File: src/rtl/alu_seq.sv
// Registered ALU with N/Z/C/V flags and a multi-cycle shift-add unsigned multiplier.
// Single-cycle ops complete in one edge; mul holds busy for WIDTH cycles.
module alu_seq #(
    parameter int unsigned WIDTH = 16
) (
    input  logic             clk,
    input  logic             rst,
    input  logic             start,
    input  logic [2:0]       ALUop,
    input  logic [WIDTH-1:0] srcA,
    input  logic [WIDTH-1:0] srcB,
    output logic [WIDTH-1:0] ALUresult,
    output logic [3:0]       flags,
    output logic             busy,
    output logic             done
);

    localparam int unsigned LW = $clog2(WIDTH);
    localparam logic [LW:0] CntLast = WIDTH[LW:0];

    localparam logic [2:0] OpSub = 3'b000;
    localparam logic [2:0] OpAdd = 3'b001;
    localparam logic [2:0] OpAnd = 3'b010;
    localparam logic [2:0] OpOr  = 3'b011;
    localparam logic [2:0] OpXor = 3'b100;
    localparam logic [2:0] OpShl = 3'b101;
    localparam logic [2:0] OpMul = 3'b110;
    localparam logic [2:0] OpShr = 3'b111;

    typedef enum logic {StIdle, StMul} state_e;

    state_e               state_q, state_d;
    logic [WIDTH-1:0]     result_q, result_d;
    logic [3:0]           flags_q, flags_d;
    logic                 done_q, done_d;
    logic [2*WIDTH-1:0]   mcand_q, mcand_d;
    logic [WIDTH-1:0]     mplier_q, mplier_d;
    logic [2*WIDTH-1:0]   acc_q, acc_d;
    logic [LW:0]          count_q, count_d;

    logic [WIDTH:0]       sum_w;
    logic [WIDTH-1:0]     alu_res;
    logic                 alu_c, alu_v;
    logic [LW-1:0]        amt;
    logic [WIDTH:0]       shl_w, shr_w;
    logic [2*WIDTH-1:0]   acc_step;
    logic [LW:0]          count_inc;

    // The extra bit on each shift catches the last bit shifted out (zero when amt is 0).
    assign amt   = srcB[LW-1:0];
    assign shl_w = {1'b0, srcA} << amt;
    assign shr_w = {srcA, 1'b0} >> amt;

    always_comb begin
        sum_w   = '0;
        alu_res = '0;
        alu_c   = 1'b0;
        alu_v   = 1'b0;
        unique case (ALUop)
            OpSub: begin
                // A + ~B + 1: carry out is the "no borrow" flag.
                sum_w   = {1'b0, srcA} + {1'b0, ~srcB} + {{WIDTH{1'b0}}, 1'b1};
                alu_res = sum_w[WIDTH-1:0];
                alu_c   = sum_w[WIDTH];
                alu_v   = (srcA[WIDTH-1] != srcB[WIDTH-1]) &&
                          (alu_res[WIDTH-1] != srcA[WIDTH-1]);
            end
            OpAdd: begin
                sum_w   = {1'b0, srcA} + {1'b0, srcB};
                alu_res = sum_w[WIDTH-1:0];
                alu_c   = sum_w[WIDTH];
                alu_v   = (srcA[WIDTH-1] == srcB[WIDTH-1]) &&
                          (alu_res[WIDTH-1] != srcA[WIDTH-1]);
            end
            OpAnd: alu_res = srcA & srcB;
            OpOr:  alu_res = srcA | srcB;
            OpXor: alu_res = srcA ^ srcB;
            OpShl: begin
                alu_res = shl_w[WIDTH-1:0];
                alu_c   = shl_w[WIDTH];
            end
            OpMul: alu_res = '0;
            OpShr: begin
                alu_res = shr_w[WIDTH:1];
                alu_c   = shr_w[0];
            end
        endcase
    end

    assign acc_step  = acc_q + (mplier_q[0] ? mcand_q : '0);
    assign count_inc = count_q + 1'b1;

    always_comb begin
        state_d  = state_q;
        result_d = result_q;
        flags_d  = flags_q;
        done_d   = 1'b0;
        mcand_d  = mcand_q;
        mplier_d = mplier_q;
        acc_d    = acc_q;
        count_d  = count_q;
        case (state_q)
            StIdle: begin
                if (start) begin
                    if (ALUop == OpMul) begin
                        mcand_d  = {{WIDTH{1'b0}}, srcA};
                        mplier_d = srcB;
                        acc_d    = '0;
                        count_d  = '0;
                        state_d  = StMul;
                    end else begin
                        result_d = alu_res;
                        flags_d  = {alu_res[WIDTH-1], alu_res == '0, alu_c, alu_v};
                        done_d   = 1'b1;
                    end
                end
            end
            StMul: begin
                acc_d    = acc_step;
                mcand_d  = mcand_q << 1;
                mplier_d = mplier_q >> 1;
                count_d  = count_inc;
                if (count_inc == CntLast) begin
                    result_d = acc_step[WIDTH-1:0];
                    flags_d  = {acc_step[WIDTH-1], acc_step[WIDTH-1:0] == '0,
                                |acc_step[2*WIDTH-1:WIDTH], 1'b0};
                    done_d   = 1'b1;
                    state_d  = StIdle;
                end
            end
            default: state_d = StIdle;
        endcase
    end

    always_ff @(posedge clk or negedge rst) begin
        if (!rst) begin
            state_q  <= StIdle;
            result_q <= '0;
            flags_q  <= '0;
            done_q   <= 1'b0;
            mcand_q  <= '0;
            mplier_q <= '0;
            acc_q    <= '0;
            count_q  <= '0;
        end else begin
            state_q  <= state_d;
            result_q <= result_d;
            flags_q  <= flags_d;
            done_q   <= done_d;
            mcand_q  <= mcand_d;
            mplier_q <= mplier_d;
            acc_q    <= acc_d;
            count_q  <= count_d;
        end
    end

    assign ALUresult = result_q;
    assign flags     = flags_q;
    assign done      = done_q;
    assign busy      = (state_q == StMul);

endmodule
File: config.mk
export PLATFORM = sky130hd
export DESIGN_NAME = alu_seq
export DESIGN_NICKNAME = d
export VERILOG_FILES = /design/src/rtl/alu_seq.sv
export SDC_FILE = /design/constraint.sdc
export NUM_CORES = 1
export LEC_CHECK = 0
export CAP_MARGIN = 15
export CORE_ASPECT_RATIO = 0.6
export CORE_MARGIN = 5
export CORE_UTILIZATION = 56
export DETAILED_ROUTE_END_ITERATION = 12
export PLACE_DENSITY = 0.78
export SLEW_MARGIN = 20
export SYNTH_ARGS = -nofsm -noshare
export SYNTH_HDL_FRONTEND = slang
export SYNTH_SLANG_ARGS = --single-unit
File: constraint.sdc
create_clock -name clk -period 3.2 [get_ports clk]
set_input_delay 0.32 -clock clk [delete_from_list [all_inputs] [get_ports clk]]
set_output_delay 0.32 -clock clk [all_outputs]
set_load 0.1 [all_outputs]
==> summary.md <==
| Metric | Value |
|---|---|
| CTS clk-pin slew, worst paths | `0.09 ns` |
| MaxCap Viol Count | `0` |
| CTS tree | `done` |
| RSZ-0062 raised after global routing | `yes` |
| Yosys reg bits | `106` |
| Core area | `18,100 µm²` |
| Setup Crit Path Kind | `reg2reg` |
| Mapped Cells | `1,244` |
| # IOs | `60` |
| Seq/Total Area, Yosys | `25.6%` |
| Total CTS buffers | `9` |
| Synth top cells by count | `nand2_1, dfrtp_1, nor2_1, o21ai_0, ha_1` |
| Crit path launch type | `flip-flop` |
| Largest net degree at the start of global routing | `107` |
| R2r endpoint | `flags[1]` |
| IO buf count | `59` |
| P&R area growth vs syn | `37.7%` |
| Peak VDD IR | `0.587 mV` |
| Max Fclk | `289 MHz` |
| Remaining DRCs | `0` |
| Die height | `115 µm` |
| Final setup viols | `6` |
| Worst reg2reg path startpoint | `mplier_q[0]` |
| ANT cells | `0` |
| WL per Instance | `24.7 µm` |
| Global Route Usage Sum | `39.3%` |
| Via/cell ratio | `6.71` |
| H-tree depth | `3` |
| Antenna violations before repair | `1` |
| WHS Path Cells | `1` |
| Yosys top cell area share | `25.6%` |
| TritonRoute pass-1 iters | `6` |
| Global-route wire length before repair | `64,000 µm` |
| DR iter-0 viols | `1,874` |
| GPL Wtd Cong | `1.09` |
| Fraction of layout cells with a size suffix above 1 | `30.1%` |
| Pin slew with the least headroom to its limit | `0.987 ns` |
| Placement Rows | `38` |
| Status | `complete, but fails checks` |
| Post-Syn Area | `10,400 µm²` |
| Synth area leader | `dfrtp_1` |
| Final nets | `1,664` |
| Worst R2R Setup Slack | `-0.26 ns` |
| Top FF cell, synth | `dfrtp_1` |
| Crit path max fanout | `5` |
| CTS Sinks | `106` |
| Die Wd | `186 µm` |
| Die ar. | `21,400 µm²` |
| Most area-consuming cells after synthesis | `dfrtp_1, ha_1, mux4_2` |
| Final wirelength | `44,100 µm` |
| Pre-CTS WS | `-0.463 ns` |
| Starting density of the core | `57.3%` |
| Root buffer cell | `clkbuf_16` |
| Met1 Routed Length | `19,000 µm` |
| Crit path DAT | `3.73 ns` |
| Fin. Hold Viols | `0` |
| FFs w/ async S/R, synth | `100%` |
| PD cells | `833 nW/µm²` |
| Vias | `12,000` |
| Fin crit share | `108%` |
| DRT antenna net count | `0` |
| Number of synthesized flops with an enable pin | `0` |
| DR top layer | `met5` |
| Final Max Slew Viols | `0` |
| Final Util | `78.9%` |
| Crit path required time | `3.47 ns` |
| Max Root-Sink Buffers | `2` |
| Most instantiated library cell after synthesis | `nand2_1` |
| Unique cell type count in the Yosys netlist | `85` |
| Number of global-route vias before repair | `10,800` |
| Avg Cell Area, Syn | `8.34 µm²` |
| Failing checks | `setup timing` |
| Relative slew slack | `34.0%` |
| Minimum clock period | `3.46 ns` |
| Mapped Nets | `1,370` |
| Fin worst setup slack | `-0.262 ns` |
| HP Class | `reg2reg` |
| Met2 routed WL | `16,400 µm` |
| Register-to-Register Path Depth | `15` |
| Met3 wire length | `7890 µm` |
| Setup Skew | `0.0138 ns` |
| Synth warn | `0` |
| Static Leak | `6.63 nW` |
| Worst Setup SP | `mplier_q[0]` |
| Crit end category | `flip-flop` |
| Critical path capture point | `flags[1]` |
| Clock latency on the worst-skew pair | `0.38 ns` |
| DPL Wire Length | `32,900 µm` |
| Overflow after GRT | `0` |
power by group:
group / switching [W] / internal, W
combinational: 0.00473 / 0.00352
sequential: 0.000551 / 0.00196
clock: 0.000598 / 0.000549
total: 0.00588 / 0.00603
cells in the final DEF, fill, tap and decap left out, types with 39 or more instances in the layout:
| cell type | netlist | final |
|---|---|---|
| buf_4 | 2 | 294 |
| nand2_1 | 123 | 122 |
| dfrtp_1 | 106 | 104 |
| nor2_1 | 91 | 88 |
| o21ai_0 | 88 | 76 |
| ha_1 | 85 | 70 |
| a21oi_1 | 74 | 66 |
| inv_1 | 56 | 55 |
| clkdlybuf4s50_1 | 0 | 53 |
| mux2i_1 | 47 | 46 |
| a22o_1 | 39 | 39 |
worst max-delay path: stages, from the launching register on:
cell and delay (ns):
dfrtp_2 0.46, buf_12 0.16, buf_6 0.12, and2_1 0.13, ha_1 0.32, a21oi_1 0.21, nand2_1 0.13, buf_4 0.17
nand4_1 0.18, a21oi_1 0.12, or3_2 0.46, a22oi_1 0.16, nor4b_2 0.21, nand4_1 0.23, nor4_2 0.20, a21oi_1 0.10
metrics by stage:
step           instances  hold WS (ns)  setup TNS [ns]  instance area (µm²)  power [W]
6_report            1783         0.486          -0.591                14300     0.0119
5_1_grt             1783         0.502           -1.13                14300     0.0124
4_1_cts             1775         0.487          -0.436                13800     0.0109
3_5_place_dp        1757         0.357           -3.46                13300    0.00958
3_3_place_gp        1757         0.358           -2.53                13300    0.00934
2_1_floorplan       1244        0.0244               0                10400    0.00656
routing by layer:
metal,vias up,GRT usage (%)
met4,2,6.07
met2,980,47.5
met5,-,2.44
met1,5694,61.4
li1,5194,-
met3,93,20.5
worst min-delay path by stage:
stage / from / end
2_1_floorplan: rst / ALUresult[0]
3_3_place_gp: rst / mplier_q[13]
3_5_place_dp: rst / mplier_q[12]
4_1_cts: mplier_q[6] / mplier_q[6]
5_1_grt: ALUresult[10] / ALUresult[10]
6_report: ALUresult[10] / ALUresult[10]
cell type report:
| cell class | instances | area (µm²) |
|---|---|---|
| Clock buffer | 10 | 229 |
| Clock inverter | 6 | 61.3 |
| Fill cell | 1180 | 3820 |
| Inverter | 60 | 226 |
| Multi-Input combinational cell | 993 | 7750 |
| Sequential cell | 106 | 2660 |
| Tap cell | 240 | 300 |
| Timing Repair Buffer | 368 | 3060 |
cell families (layout without fill, tap and decap cells):
group                      count (synthesis)  after routing  synth area share, %
DFF                                      106            106                 25.6
buffers and inverters                    145            444                 5.86
and+or+nand+nor                          383            383                 17.9
adders and majority gates                 88             88                 10.8
muxes                                     72             72                 9.64
xor gates and xnor gates                  37             37                 3.12
AOI/OAI and AO/OA                        413            413                 27.1
repair_timing:
item / CTS / global route
setup endpoints to repair: 4 / 23
endpoints found under the hold margin: 37 / 0
cloned: 0 / 1
hold buffers: 1 / 0
resized for setup: 32 / 95
setup buffers: 1 / 9
pin swaps: 15 / 41
registers in the layout (all words and copies together) (netlist names):
register / flops
flags: 3
done: 1
ALUresult: 16
mcand_q: 32
mplier_q: 16
acc_q: 32
busy: 1
count_q: 5
Power figures use the tool's default switching activity.
